[config.mk]
export PLATFORM = sky130hd
export DESIGN_NAME = yi_writer
export DESIGN_NICKNAME = d
export VERILOG_FILES = /design/src/rtl/yi_writer.sv
export SDC_FILE = /design/constraint.sdc
export NUM_CORES = 1
export LEC_CHECK = 0
export ABC_CLOCK_PERIOD_IN_PS = 6800
export CAP_MARGIN = 20
export CORE_AREA = 2 2 270 272
export CTS_BUF_LIST = sky130_fd_sc_hd__clkbuf_2
export CTS_CLUSTER_DIAMETER = 100
export DETAILED_ROUTE_END_ITERATION = 16
export DIE_AREA = 0 0 272 274
export GPL_TIMING_DRIVEN = 0
export PLACE_DENSITY_LB_ADDON = 0.08
export SYNTH_ARGS = -nofsm -noshare
export SYNTH_HDL_FRONTEND = slang
export SYNTH_SLANG_ARGS = --single-unit
[constraint.sdc]
create_clock -name clk -period 6.8 [get_ports clk]
set_input_delay 1.36 -clock clk [delete_from_list [all_inputs] [get_ports clk]]
set_output_delay 1.36 -clock clk [all_outputs]
set_load 0.02 [all_outputs]
[src/rtl/yi_writer.sv]
`timescale 1ns/1ps
// yi_writer: AXI4 INCR burst master writing the 256-bit Y stream to the Y region; YI_WRITER_PERF_EN adds a W-phase stall counter.
// Latency: one CALC cycle plus the AW handshake per burst; W data is a zero-latency pass-through of the stream.
// Backpressure: s_ready follows wready only during a burst's W phase; one burst outstanding at a time.

module yi_writer #(
  parameter logic [31:0] YVAL_BASE_ADDR = 32'h40000000,
  parameter int          MAX_BURST      = 16
) (
  input  logic         clk,
  input  logic         rstn,
  input  logic         Write_Begin,
  input  logic [31:0]  Write_Length,
  output logic         Write_Done,
  output logic         Write_Error,
  output logic [31:0]  Stall_Cycles,
  input  logic         s_valid,
  output logic         s_ready,
  input  logic [255:0] s_data,
  output logic         m_axi_Y_awid,
  output logic [47:0]  m_axi_Y_awaddr,
  output logic [7:0]   m_axi_Y_awlen,
  output logic [2:0]   m_axi_Y_awsize,
  output logic [1:0]   m_axi_Y_awburst,
  output logic         m_axi_Y_awlock,
  output logic [3:0]   m_axi_Y_awcache,
  output logic [2:0]   m_axi_Y_awprot,
  output logic [3:0]   m_axi_Y_awqos,
  output logic         m_axi_Y_awvalid,
  input  logic         m_axi_Y_awready,
  output logic [255:0] m_axi_Y_wdata,
  output logic [31:0]  m_axi_Y_wstrb,
  output logic         m_axi_Y_wlast,
  output logic         m_axi_Y_wvalid,
  input  logic         m_axi_Y_wready,
  input  logic         m_axi_Y_bid,
  input  logic [1:0]   m_axi_Y_bresp,
  input  logic         m_axi_Y_bvalid,
  output logic         m_axi_Y_bready
);

  localparam logic [47:0] BASE_ADDR = {16'h0000, YVAL_BASE_ADDR};
  localparam logic [7:0]  MAX_B     = 8'(MAX_BURST);

  typedef enum logic [2:0] {IDLE, CALC, AW, W, B, DONE} state_t;

  state_t      state_q;
  logic [31:0] remaining_q;
  logic [47:0] addr_q;
  logic [7:0]  beats_q;
  logic [7:0]  awlen_q;
  logic [7:0]  beat_cnt_q;
  logic        awvalid_q;
  logic        in_w_q;
  logic        last_q;
  logic        bready_q;
  logic        done_q;
  logic        err_q;

  logic [7:0]  room;
  logic [7:0]  cap;
  logic [7:0]  beats_c;
  logic        unused_bid;

  assign unused_bid = m_axi_Y_bid;

  // Beats left before the next 4 KB page: 128 slots of 32 B per page.
  always_comb begin
    room    = 8'd128 - {1'b0, addr_q[11:5]};
    cap     = (MAX_B < room) ? MAX_B : room;
    beats_c = (remaining_q < {24'd0, cap}) ? remaining_q[7:0] : cap;
  end

  always_ff @(posedge clk) begin
    if (!rstn) begin
      state_q     <= IDLE;
      remaining_q <= '0;
      addr_q      <= BASE_ADDR;
      beats_q     <= '0;
      awlen_q     <= '0;
      beat_cnt_q  <= '0;
      awvalid_q   <= 1'b0;
      in_w_q      <= 1'b0;
      last_q      <= 1'b0;
      bready_q    <= 1'b0;
      done_q      <= 1'b0;
      err_q       <= 1'b0;
    end else begin
      done_q <= 1'b0;
      case (state_q)
        IDLE: begin
          if (Write_Begin) begin
            remaining_q <= Write_Length;
            addr_q      <= BASE_ADDR;
            err_q       <= 1'b0;
            state_q     <= (Write_Length == 32'd0) ? DONE : CALC;
          end
        end
        CALC: begin
          beats_q   <= beats_c;
          awlen_q   <= beats_c - 8'd1;
          awvalid_q <= 1'b1;
          state_q   <= AW;
        end
        AW: begin
          if (m_axi_Y_awready) begin
            awvalid_q  <= 1'b0;
            in_w_q     <= 1'b1;
            beat_cnt_q <= '0;
            last_q     <= (awlen_q == 8'd0);
            state_q    <= W;
          end
        end
        W: begin
          if (s_valid && m_axi_Y_wready) begin
            beat_cnt_q <= beat_cnt_q + 8'd1;
            last_q     <= (beat_cnt_q + 8'd1 == awlen_q);
            if (last_q) begin
              in_w_q   <= 1'b0;
              last_q   <= 1'b0;
              bready_q <= 1'b1;
              state_q  <= B;
            end
          end
        end
        B: begin
          if (m_axi_Y_bvalid) begin
            bready_q    <= 1'b0;
            if (m_axi_Y_bresp != 2'b00) err_q <= 1'b1;
            remaining_q <= remaining_q - {24'd0, beats_q};
            addr_q      <= addr_q + {35'd0, beats_q, 5'd0};
            state_q     <= (remaining_q == {24'd0, beats_q}) ? DONE : CALC;
          end
        end
        DONE: begin
          done_q  <= 1'b1;
          state_q <= IDLE;
        end
        default: state_q <= IDLE;
      endcase
    end
  end

`ifdef YI_WRITER_PERF_EN
  logic [31:0] stall_q;

  always_ff @(posedge clk) begin
    if (!rstn) begin
      stall_q <= '0;
    end else if (state_q == IDLE && Write_Begin) begin
      stall_q <= '0;
    end else if (state_q == W && !s_valid && stall_q != 32'hFFFF_FFFF) begin
      stall_q <= stall_q + 32'd1;
    end
  end

  assign Stall_Cycles = stall_q;
`else
  assign Stall_Cycles = '0;
`endif

  assign m_axi_Y_awid    = 1'b0;
  assign m_axi_Y_awaddr  = addr_q;
  assign m_axi_Y_awlen   = awlen_q;
  assign m_axi_Y_awsize  = 3'b101;
  assign m_axi_Y_awburst = 2'b01;
  assign m_axi_Y_awlock  = 1'b0;
  assign m_axi_Y_awcache = 4'b0011;
  assign m_axi_Y_awprot  = 3'b000;
  assign m_axi_Y_awqos   = 4'b0000;
  assign m_axi_Y_awvalid = awvalid_q;

  assign m_axi_Y_wdata   = s_data;
  assign m_axi_Y_wstrb   = '1;
  assign m_axi_Y_wlast   = last_q;
  assign m_axi_Y_wvalid  = in_w_q & s_valid;
  assign s_ready         = in_w_q & m_axi_Y_wready;

  assign m_axi_Y_bready  = bready_q;
  assign Write_Done      = done_q;
  assign Write_Error     = err_q;

endmodule

==> metrics <==
startpoint types=flip-flop; CP max FO=10; hold endpoint=remaining_q[17]; M3 GR Usage=3.179%; Pwr Density=233.7 nW/um2; total global-route track usage=11.07%; sequential share of the synthesized area=23.73%; reg2reg end=m_axi_Y_awlen[4]; Pleak=0.005771 uW; dominant synthesized flop cell=dfxtp_1; nets=1,964; Crit path max-delay family=compound AO/OA/AOI/OAI gates; row cnt=99; RR Startpoint=m_axi_Y_awaddr[5]; Longest Clk Path Bufs=2; CTS tree=built; number of port buffers=354; largest net degree at the start of global routing=20; reg2reg setup slack=1230 ps; Final Max Tran Viols=0; syn_area_per_cell=7.722 um2; Sink Count=108; antenna violations before repair=6; RSZ-0062 raised after global routing=false; Synthesis Warnings=0; vias per std cell=3.554; grt ovf=0; share of synthesized registers carrying an async set or reset=0%; Final Util=19.91%; setup violators final=0; vias in the first global route=8,915; detailed-route DRC error count=0; worst slew pin tran=913.4 ps; Tcrit/Tclk final=81.84%; min-delay src=remaining_q[17]; CP most frequent cell=ha_1; Post-CTS Setup Inserts=0; WL per Instance=16.49 um; outcome=finished, final reports clean; grt met2 use=19.68%; Post-CTS Resized=0; Fmax=179.7 MHz; Crit path required time=7580 ps; CP Capture Type=flip-flop; Routed WL=42,930 um; Core ar.=71,970 um2; cells along the critical path=inv_1 -> ha_1 -> nor3b_1 -> mux2i_1 -> nor2_1 -> a22oi_1 -> ha_1 -> or3_1 -> a21oi_1 -> nor3_1 -> a211oi_4 -> buf_6 -> mux2i_1 -> ha_1 -> inv_1 -> o311ai_0 -> o311ai_0 -> a31oi_1 -> nor2_1; Max VDD drop=0.1267 mV; synthesized instance count=1,180; met1 GRT Util=13.19%; clock transition at the registers of the reported paths=400 ps; vias post-DR=9,254; Starting DRT DRC Count=379; synthesized area=9112 um2; flops & latches, synth=108; Worst-Skew Late Latency=820 ps; critical path's largest stage delay=580 ps; Max Cap Violations=0; min cycle time layout=5565 ps; Slew headroom=39.11%; hold path cells=2; Synth cell types=63; DIE WIDTH=272 um; post-detail-place hpwl=35,410 um; Arr. time, crit path=6340 ps; Detail Route Antenna Nets=0; gpl congestion=0.7712; Initial Utilization=12.66%; drt pass-1 iters=5; Ports=699; Post-synth EDFFs=0; Min-Delay Path Class=reg -> reg; GRT busiest layer=met2; total CTS buffers=9; area growth from synthesis to layout=57.26%; share of layout cells above drive strength 1=23.57%; clock root buffer=clkbuf_2; WP buf/inv=3; cts hold-fix bufs=0; Final Skew=62.61 ps; CP max-delay cell=a22oi_1; first-pass GRT wire length=61,200 um; die area=74,530 um2; Die Span Y=274 um; CTS HTree Levels=3; setup_tns=0 ps; R2R depth=19; crit path kind=reg -> reg; final hold violation count=0; fillcell total=8,119
[Yosys cell counts, types with 5 or more instances]
master / count / share of area (%)
buf_4: 344 / 28
dfxtp_1: 108 / 24
nor2_1: 101 / 4.2
nand2_1: 81 / 3.3
a21oi_1: 58 / 3.2
o21ai_0: 42 / 2.3
clkbuf_1: 40 / 1.6
nand3_1: 36 / 2.0
xor2_1: 33 / 3.2
xnor2_1: 29 / 2.8
ha_1: 27 / 3.7
nor3_1: 23 / 1.3
nor4_1: 21 / 1.4
inv_1: 20 / 0.82
or3_1: 16 / 1.1
a22oi_1: 15 / 1.2
a31oi_1: 13 / 0.89
and3_1: 13 / 0.89
a211oi_1: 11 / 0.91
and2_1: 10 / 0.69
nand4_1: 10 / 0.69
nand2b_1: 9 / 0.62
o22ai_1: 9 / 0.62
nor2b_1: 7 / 0.48
a21o_1: 6 / 0.49
mux2i_1: 6 / 0.66
nand3b_1: 6 / 0.49
and4_1: 5 / 0.48
mux2_2: 5 / 0.62
o211ai_1: 5 / 0.41
o21a_1: 5 / 0.41
o311ai_0: 5 / 0.48
o31a_1: 5 / 0.48
or2_2: 5 / 0.34
or4_1: 5 / 0.41
[layout by cell type (no fill, tap or decap), drive strengths merged, types with 16 or more instances in the layout]
cell type      netlist  routed
a21oi               60      60
a22oi               16      16
buf                348     351
clkbuf              40      50
clkdlybuf4s50        0     354
conb                 2      90
dfxtp              108     108
ha                  27      27
inv                 20      22
nand2               81      81
nand3               36      36
nor2               101     101
nor3                23      23
nor4                21      21
o21ai               42      42
or3                 16      16
xnor2               29      29
xor2                33      33
[per-stage QoR]
stage / hold slack (ps) / worst slack (ps) / instance area, um2 / std cells / power (uW)
after floorplan: 448.6 / 2313 / 9443 / 1268 / 2223
after global placement: 455.4 / 1235 / 14190 / 2581 / 3045
after detailed placement: 467.6 / 1177 / 14210 / 2584 / 3033
after CTS: 509.7 / 1152 / 14320 / 2600 / 3417
after global routing: 539.6 / 780.9 / 14330 / 2602 / 3642
final: 510.8 / 1235 / 14330 / 2604 / 3349
[state kept, by name, indices dropped and copies added (netlist names)]
name / flops
Write_Done: 1
Write_Error: 1
beat_cnt_q: 8
beats_q: 8
in_w_q: 1
m_axi_Y_awaddr: 43
m_axi_Y_awlen: 8
m_axi_Y_awvalid: 1
m_axi_Y_bready: 1
m_axi_Y_wlast: 1
remaining_q: 32
state_q: 3
[final cells by class]
type	instances	area (um2)	area share [%]
repair buffers	358	3568	24.90
clock buffers	9	45.04	0.3143
flip-flops and latches	108	2162	15.09
plain buffers	388	2756	19.24
inverters	20	75.07	0.5239
multi-input cells	752	4457	31.10
diodes	3	7.507	0.05239
well taps	959	1200	8.373
clock inverters	7	58.81	0.4104
[logic make-up after synthesis]
kind of cell | share of synthesized area (%)
buffers and inverters | 31.07
AND/OR/NAND/NOR | 19.44
AO/OA/AOI/OAI | 14.29
flip-flops | 23.73
XOR/XNOR | 5.959
adder cells (fa/ha/maj) | 4.147
multiplexers | 1.277
other | 0.08241
[report_power, final]
part | internal (uW) | leakage [uW] | switching [uW]
sequential | 754 | 0.000878 | 172
combinational | 822 | 0.00483 | 1250
clock | 53.9 | 0.0000580 | 294
total | 1630 | 0.00577 | 1720
[layer usage]
metal | vias up | wire length, um | share of wire, %
met2 | 382 | 21790 | 51
li1 | 4540 | - | -
met4 | 2 | 519 | 1.2
met5 | - | 13 | 0.030
met1 | 4303 | 17350 | 40
met3 | 27 | 3260 | 7.6
[worst max-delay path by stage]
stage | startpoint | endpoint | slack, ps | cells past startpoint
floorplan | m_axi_Y_awaddr[5] | m_axi_Y_awlen[4] | 2310 | 19
global placement | m_axi_Y_awaddr[5] | m_axi_Y_awlen[4] | 1230 | 19
detailed placement | m_axi_Y_awaddr[5] | m_axi_Y_awlen[4] | 1180 | 19
CTS | m_axi_Y_awaddr[5] | m_axi_Y_awlen[4] | 1150 | 19
global route | m_axi_Y_awaddr[5] | m_axi_Y_awlen[4] | 780 | 19
finish | m_axi_Y_awaddr[5] | m_axi_Y_awlen[4] | 1230 | 19
[tightest hold or removal path: stages (launching register included)]
cell     delay, ps
dfxtp_1        410
o21ai_0         70
a21oi_1         60
No activity file was read; power rests on OpenSTA's default activity.
